==> config.mk <==
export PLATFORM = sky130hd
export DESIGN_NAME = sc2bin_acc
export DESIGN_NICKNAME = d
export VERILOG_FILES = /design/src/rtl/sc2bin_acc.sv
export SDC_FILE = /design/constraint.sdc
export NUM_CORES = 1
export LEC_CHECK = 0
export ABC_CLOCK_PERIOD_IN_PS = 2040
export CAP_MARGIN = 20
export CORE_UTILIZATION = 50
export DETAILED_ROUTE_END_ITERATION = 16
export HOLD_SLACK_MARGIN = 0.15
export PLACE_DENSITY = 0.8
export SLEW_MARGIN = 20
export SYNTH_ARGS = -nofsm -noshare
export SYNTH_HDL_FRONTEND = slang
export SYNTH_SLANG_ARGS = --single-unit
==> constraint.sdc <==
create_clock -name iClk -period 2.04 [get_ports iClk]
set_input_delay 0.408 -clock iClk [delete_from_list [all_inputs] [get_ports iClk]]
set_output_delay 0.408 -clock iClk [all_outputs]
set_load 0.01 [all_outputs]
==> src/rtl/sc2bin_acc.sv <==
// Stochastic-to-binary accumulator: counts ones over a 2^BITWIDTH-sample window of a
// unary bitstream and hands the saturated count to a ready/valid consumer.
module sc2bin_acc #(
  parameter int unsigned BITWIDTH = 8
) (
  input  logic                iClk,
  input  logic                iRst,
  input  logic                iBit,
  input  logic                iEn,
  input  logic                iStart,
  input  logic                iReady,
  output logic                oClr,
  output logic                oBusy,
  output logic                oValid,
  output logic [BITWIDTH-1:0] oResult
);

  typedef enum logic [1:0] {StIdle, StAccum, StDone} state_e;

  state_e              state_q, state_d;
  logic [BITWIDTH-1:0] win_cnt_q, win_cnt_d;
  logic [BITWIDTH:0]   ones_q, ones_d;
  logic [BITWIDTH-1:0] result_q, result_d;
  logic                clr;
  logic [BITWIDTH:0]   ones_inc;

  assign ones_inc = ones_q + {{BITWIDTH{1'b0}}, iBit};

  always_comb begin
    state_d   = state_q;
    win_cnt_d = win_cnt_q;
    ones_d    = ones_q;
    result_d  = result_q;
    clr       = 1'b0;
    unique case (state_q)
      StIdle: begin
        if (iStart) begin
          clr       = 1'b1;
          state_d   = StAccum;
          win_cnt_d = '0;
          ones_d    = '0;
        end
      end
      StAccum: begin
        if (iEn) begin
          win_cnt_d = win_cnt_q + 1'b1;
          ones_d    = ones_inc;
          if (win_cnt_q == {BITWIDTH{1'b1}}) begin
            // A full window of ones overflows the result width; clamp to all-ones.
            result_d = ones_inc[BITWIDTH] ? {BITWIDTH{1'b1}} : ones_inc[BITWIDTH-1:0];
            state_d  = StDone;
          end
        end
      end
      StDone: begin
        if (iReady) begin
          if (iStart) begin
            clr       = 1'b1;
            state_d   = StAccum;
            win_cnt_d = '0;
            ones_d    = '0;
          end else begin
            state_d = StIdle;
          end
        end
      end
      default: state_d = StIdle;
    endcase
  end

  always_ff @(posedge iClk) begin
    if (iRst) begin
      state_q   <= StIdle;
      win_cnt_q <= '0;
      ones_q    <= '0;
      result_q  <= '0;
    end else begin
      state_q   <= state_d;
      win_cnt_q <= win_cnt_d;
      ones_q    <= ones_d;
      result_q  <= result_d;
    end
  end

  assign oClr    = clr & ~iRst;
  assign oBusy   = (state_q == StAccum);
  assign oValid  = (state_q == StDone);
  assign oResult = result_q;

endmodule

; Word-level counts from Yosys, hierarchy flattened
; Index checks and enable logic that the tools add are counted.
; Widths: inputs -> output; s select.
[op_classes]
n_div = 0
shift = 0
order_cmp = 0
n_eq_ne = 7
n_mux = 18
addsub = 2
bitwise = 2
n_reduce_logical = 5
n_mul = 0
[op_table]
columns = operator, n
row1 = $mux 8, 4
row2 = $mux 9, 3
row3 = $pmux 9 s3, 1
row4 = $pmux 8 s3, 1
row5 = $add 9x1->9, 1
row6 = $add 8x1->8 const B, 1
row7 = $eq 8x8->1 const B, 1
row8 = $mux 2, 4
row9 = $ne 2x2->1 const B, 3
row10 = $pmux 2 s3, 1
row11 = $reduce_and 3->1, 2
row12 = $reduce_and 4->1, 1
row13 = $mux 1, 3
row14 = $reduce_bool 3->1, 1
row15 = $eq 2x1->1 const B, 1
row16 = $eq 2x2->1 const B, 1
row17 = $logic_not 2->1, 1
row18 = $ne 2x1->1 const B, 1
row19 = $pmux 1 s2, 1
row20 = $and 1x1->1, 1
row21 = $not 1->1, 1
[word_totals]
rom_bits = 0
latch_bits = 0
in_bits = 6
wordCells = 38
register_bits = 27
memories = 0
output_inout_bits = 11
mem_bits_rw = 0

; Logic depth before layout (Yosys ltp)
[depth]
word_depth = 4
depth_mapped = 7
mapped_depth_nobuf = 6

; Worst setup path after synthesis
; OpenSTA, ideal clock, no wires.
[synth_timing]
kind = in2reg
start = in iBit
end = reg result_q[0], in the netlist oResult[0]
t_arrival_ns = 1.662
n_path_buf = 1
stages = 7
setup_time_ns = 0.079
setup_slack_ns = 0.298
required_time_ns = 1.961
path_cell_list = ha_1 > ha_1 > nand3_1 > or3_1 > and3_1 > buf_6 > a211oi_2
[synth_via]
elab_chain_len = 2
[synth_rtl]
columns = element, line_no
row1 = start: declaration, 8  ; input logic iBit,
row2 = $add 9x1->9, 27  ; assign ones_inc = ones_q + {{BITWIDTH{1'b0}}, iBit};
row3 = $mux 8, 50  ; result_d = ones_inc[BITWIDTH] ? {BITWIDTH{1'b1}} : ones_inc[BITWIDTH-1:0];
row4 = end signal: assignment, 81  ; result_q <= result_d;
row5 = end: declaration, 23  ; logic [BITWIDTH-1:0] result_q, result_d;
; No other way between the ends.
; A chain may end at the register's enable or synchronous reset.

; Final worst setup path
[layout_timing]
start = in iBit
end = reg result_q[1], in the netlist oResult[1]
; The elaborated chain is that of the path after synthesis.

==> flow_summary_export.csv <==
group,metric,value,unit
synth,ys_seq_area_share,39.3,%
floorplanning,fp-row-count,18,
floorplanning,die_w,54.5,um
grt,grt.met1_usage,27.6,%
routing,dr_total_vias,1218,
power,p_leak,0.541,nW
grt,grt.met2_usage,39.8,%
clocking,post_cts_buffers,0,
synth,ys_ff_latch,27,
grt,grt_pass1_vias,1153,
final_layout,postLayoutCellArea,1600,um2
placed_design,placed_area,1570,um2
final_layout,final_util,62.8,%
grt,grt-busiest-layer,"met2",
placed_design,port_buffers,16,
floorplanning,initial_core_util,54.1,%
sta,rsz0062_at_grt,"false",
run,max_cap_viol_count,0,
synth,synthDistinctLibCells,35,
sta,finalCritPeriodShare,97.7,%
final_layout,drive_above_1_share,16.5,%
grt,grt_max_degree,24,
critical_path,start_kind,"primary input",
final_layout,fin_nets,186,
sta,worst_clock_skew,0.00851,ns
critical_path,critPathMaxFanout,8,
routing,routedWlPerCell,14.3,um
clocking,root_buffer,"clkbuf_4",
clocking,cts_tree,"done",
power,p_per_area,539,nW/um2
clocking,clockBufferDepth,2,
synth,syn-instance-count,153,
placed_design,gp_congestion,0.811,
critical_path,endpoint_kind,"flip-flop",
clocking,ctsHoldBuffers,0,
grt,antenna_found_initial,0,
final_layout,syn_to_final_growth,16.2,%
sta,worst_hold_slack,0.509,ns
sta,hold_viol_final,0,
routing,wl,2.95,mm
sta,slew_viol_final,0,
critical_path,arrival,2.26,ns
clocking,ctsHtreeMaxLevel,1,
routing,drt-initial-drc-count,34,
clocking,clk_pin_slew,0.15,ns
clocking,cts_sinks,27,
floorplanning,dieHeight,54.5,um
synth,yosysWarningCount,0,
power,switching_share,25.3,%
clocking,cts_made_buffers,3,
sta,clock.fmax,502,MHz
grt,grt_pass1_wl,4.86,mm
sta,final.setup.tns,0,ns
sta,fin_crit,1.99,ns
grt,gr-usage-all-layers,23.0,%
power,p_total,861,uW
synth,synth_nets,162,
power,ir_worst_vdd,0.447,mV
clocking,clock_latency,0.33,ns
outcome,status,"completed",
power,combPwrFrac,10.3,%
sta,relSlewSlack,68.4,%
routing,drc,0,
critical_path,crit_type,"in -> reg",
synth,syn_area,1380,um2
synth,avgSynthCellArea,9.00,um2
grt,grt_overflow_total,0,
power,power.switching,218,uW
sta,setup_violations,0,
min_path,worstHoldPathType,"reg -> reg",
routing,detail_route.first_pass.iterations,4,
final_layout,num_antenna_cells,0,
grt,grt_use_met3,5.83,%
routing,ant_nets,0,
sta,worstMarginPinSlew,0.474,ns
routing,vias_per_cell,5.91,
critical_path,reg2reg_depth,5,
floorplanning,ios,17,
min_path,whs_path_depth,2,
floorplanning,core,2540,um2
power,p_int,643,uW
power,seq_power_share,62.3,%
placed_design,hpwl,2.19,mm
power,p_clk_share,27.4,%
floorplanning,dieArea,2970,um2
critical_path,crit_required,2.30,ns
==> final timing paths <==
check,start,slack [ns],to
min,win_cnt_q[5]$_SDFFE_PP0P_,0.51,win_cnt_q[5]$_SDFFE_PP0P_
min reg2reg,win_cnt_q[5]$_SDFFE_PP0P_,0.51,win_cnt_q[5]$_SDFFE_PP0P_
max,iBit,0.05,oResult[1]$_SDFFE_PP0P_
max reg2reg,win_cnt_q[0]$_SDFFE_PP0P_,0.17,oResult[1]$_SDFFE_PP0P_
==> metrics by stage <==
step,worst slack (ns),std cells
after global routing,0.00520,206
final,0.0467,206
after CTS,0.0303,206
after detailed placement,-0.306,202
after global placement,-0.208,202
after floorplan,0.298,153
==> what timing repair did <==
action,CTS,global route
endpoints found under the setup margin,1,3
cloned,0,0
gates resized for setup,2,4
==> cell usage in the layout, fill, tap and decap left out, types with 2 or more instances in the layout <==
cell | Yosys | layout
inv_1 | 6 | 6
xor2_1 | 2 | 2
o31ai_1 | 2 | 2
o21ai_1 | 7 | 7
dfxtp_1 | 27 | 25
nor2_1 | 17 | 17
nand3_1 | 8 | 8
a22oi_1 | 3 | 3
nand2_1 | 6 | 6
clkdlybuf4s50_1 | 0 | 15
nand3b_1 | 3 | 3
a21oi_1 | 13 | 13
and3_1 | 4 | 4
nand4_1 | 4 | 4
dfxtp_2 | 0 | 2
xnor2_1 | 4 | 4
o21ai_0 | 3 | 3
buf_4 | 0 | 12
or3_1 | 8 | 8
clkbuf_4 | 0 | 3
a211oi_2 | 8 | 8
a311oi_1 | 2 | 2
ha_1 | 3 | 3
and4_1 | 2 | 2
==> flip-flops by register name (all words and copies together), names as in the netlist <==
signal and cells:
oResult 8, state_q 2, win_cnt_q 8, ones_q 9
==> metal layers <==
layer  share of wire (%)  routed length, um
met1                  45               1320
met2                  51               1500
met3                 3.9                116
met4                0.64                 19
met5                   0                  0
==> power groups by stage <==
| stage | clock [mW] | combinational, mW | sequential, mW |
|---|---|---|---|
| 6_report | 0.236 | 0.0887 | 0.537 |
| 5_1_grt | 0.264 | 0.0975 | 0.538 |
| 4_1_cts | 0.243 | 0.0889 | 0.536 |
| 3_5_place_dp | 0 | 0.0889 | 0.547 |
| 3_3_place_gp | 0 | 0.0848 | 0.547 |
| 2_1_floorplan | 0 | 0.0522 | 0.546 |
==> synth_stat cells, drive strengths merged <==
cell type / count / share of area, %
o21ai: 10 / 3.6
buf: 6 / 4.5
or3: 8 / 3.6
ha: 3 / 2.7
xor2: 2 / 1.3
nand4: 4 / 1.8
a22oi: 3 / 1.6
nand3b: 3 / 1.6
xnor2: 4 / 2.5
nor2: 17 / 4.6
mux2i: 1 / 0.73
nor2b: 2 / 0.91
nand2: 6 / 1.6
clkbuf: 3 / 2.3
and3: 4 / 1.8
or4b: 1 / 0.73
a31oi: 1 / 0.45
nand2b: 2 / 1.1
dfxtp: 27 / 39
o31ai: 2 / 1.1
a21oi: 13 / 4.7
a311oi: 2 / 1.3
and2: 1 / 0.45
a41oi: 1 / 0.64
a2bb2oi: 1 / 0.64
and3b: 1 / 0.64
a211oi: 9 / 7.8
and4: 2 / 1.3
inv: 6 / 1.6
nand3: 8 / 2.9
==> critical path: stages <==
cell and delay [ns]:
clkdlybuf4s50_1 0.46, ha_1 0.17, ha_1 0.18, nand3_1 0.11, or3_1 0.32, and3_1 0.33
a211oi_2 0.28
==> layout make-up <==
cell class                 count  area, um2
fill                         228        946
clock inverter                 1       5.00
tap                           30       37.5
inverter                       6       22.5
timing repair buffer          28        245
clock buffer                   3       22.5
sequential                    27        543
multi-input combinational    111        723
==> cell families (layout without fill, tap and decap cells) <==
logic type                 Yosys count  after routing  share of synthesized area [%]
and+or+nand+nor                     59             59                           23.2
buffers and inverters               15             38                           8.36
xor gates and xnor gates             6              6                           3.82
AOI/OAI and AO/OA                   42             42                           21.9
adders and majority gates            3              3                           2.73
DFF                                 27             27                           39.3
muxes                                1              1                          0.727
No activity file was read; power rests on OpenSTA's default activity.
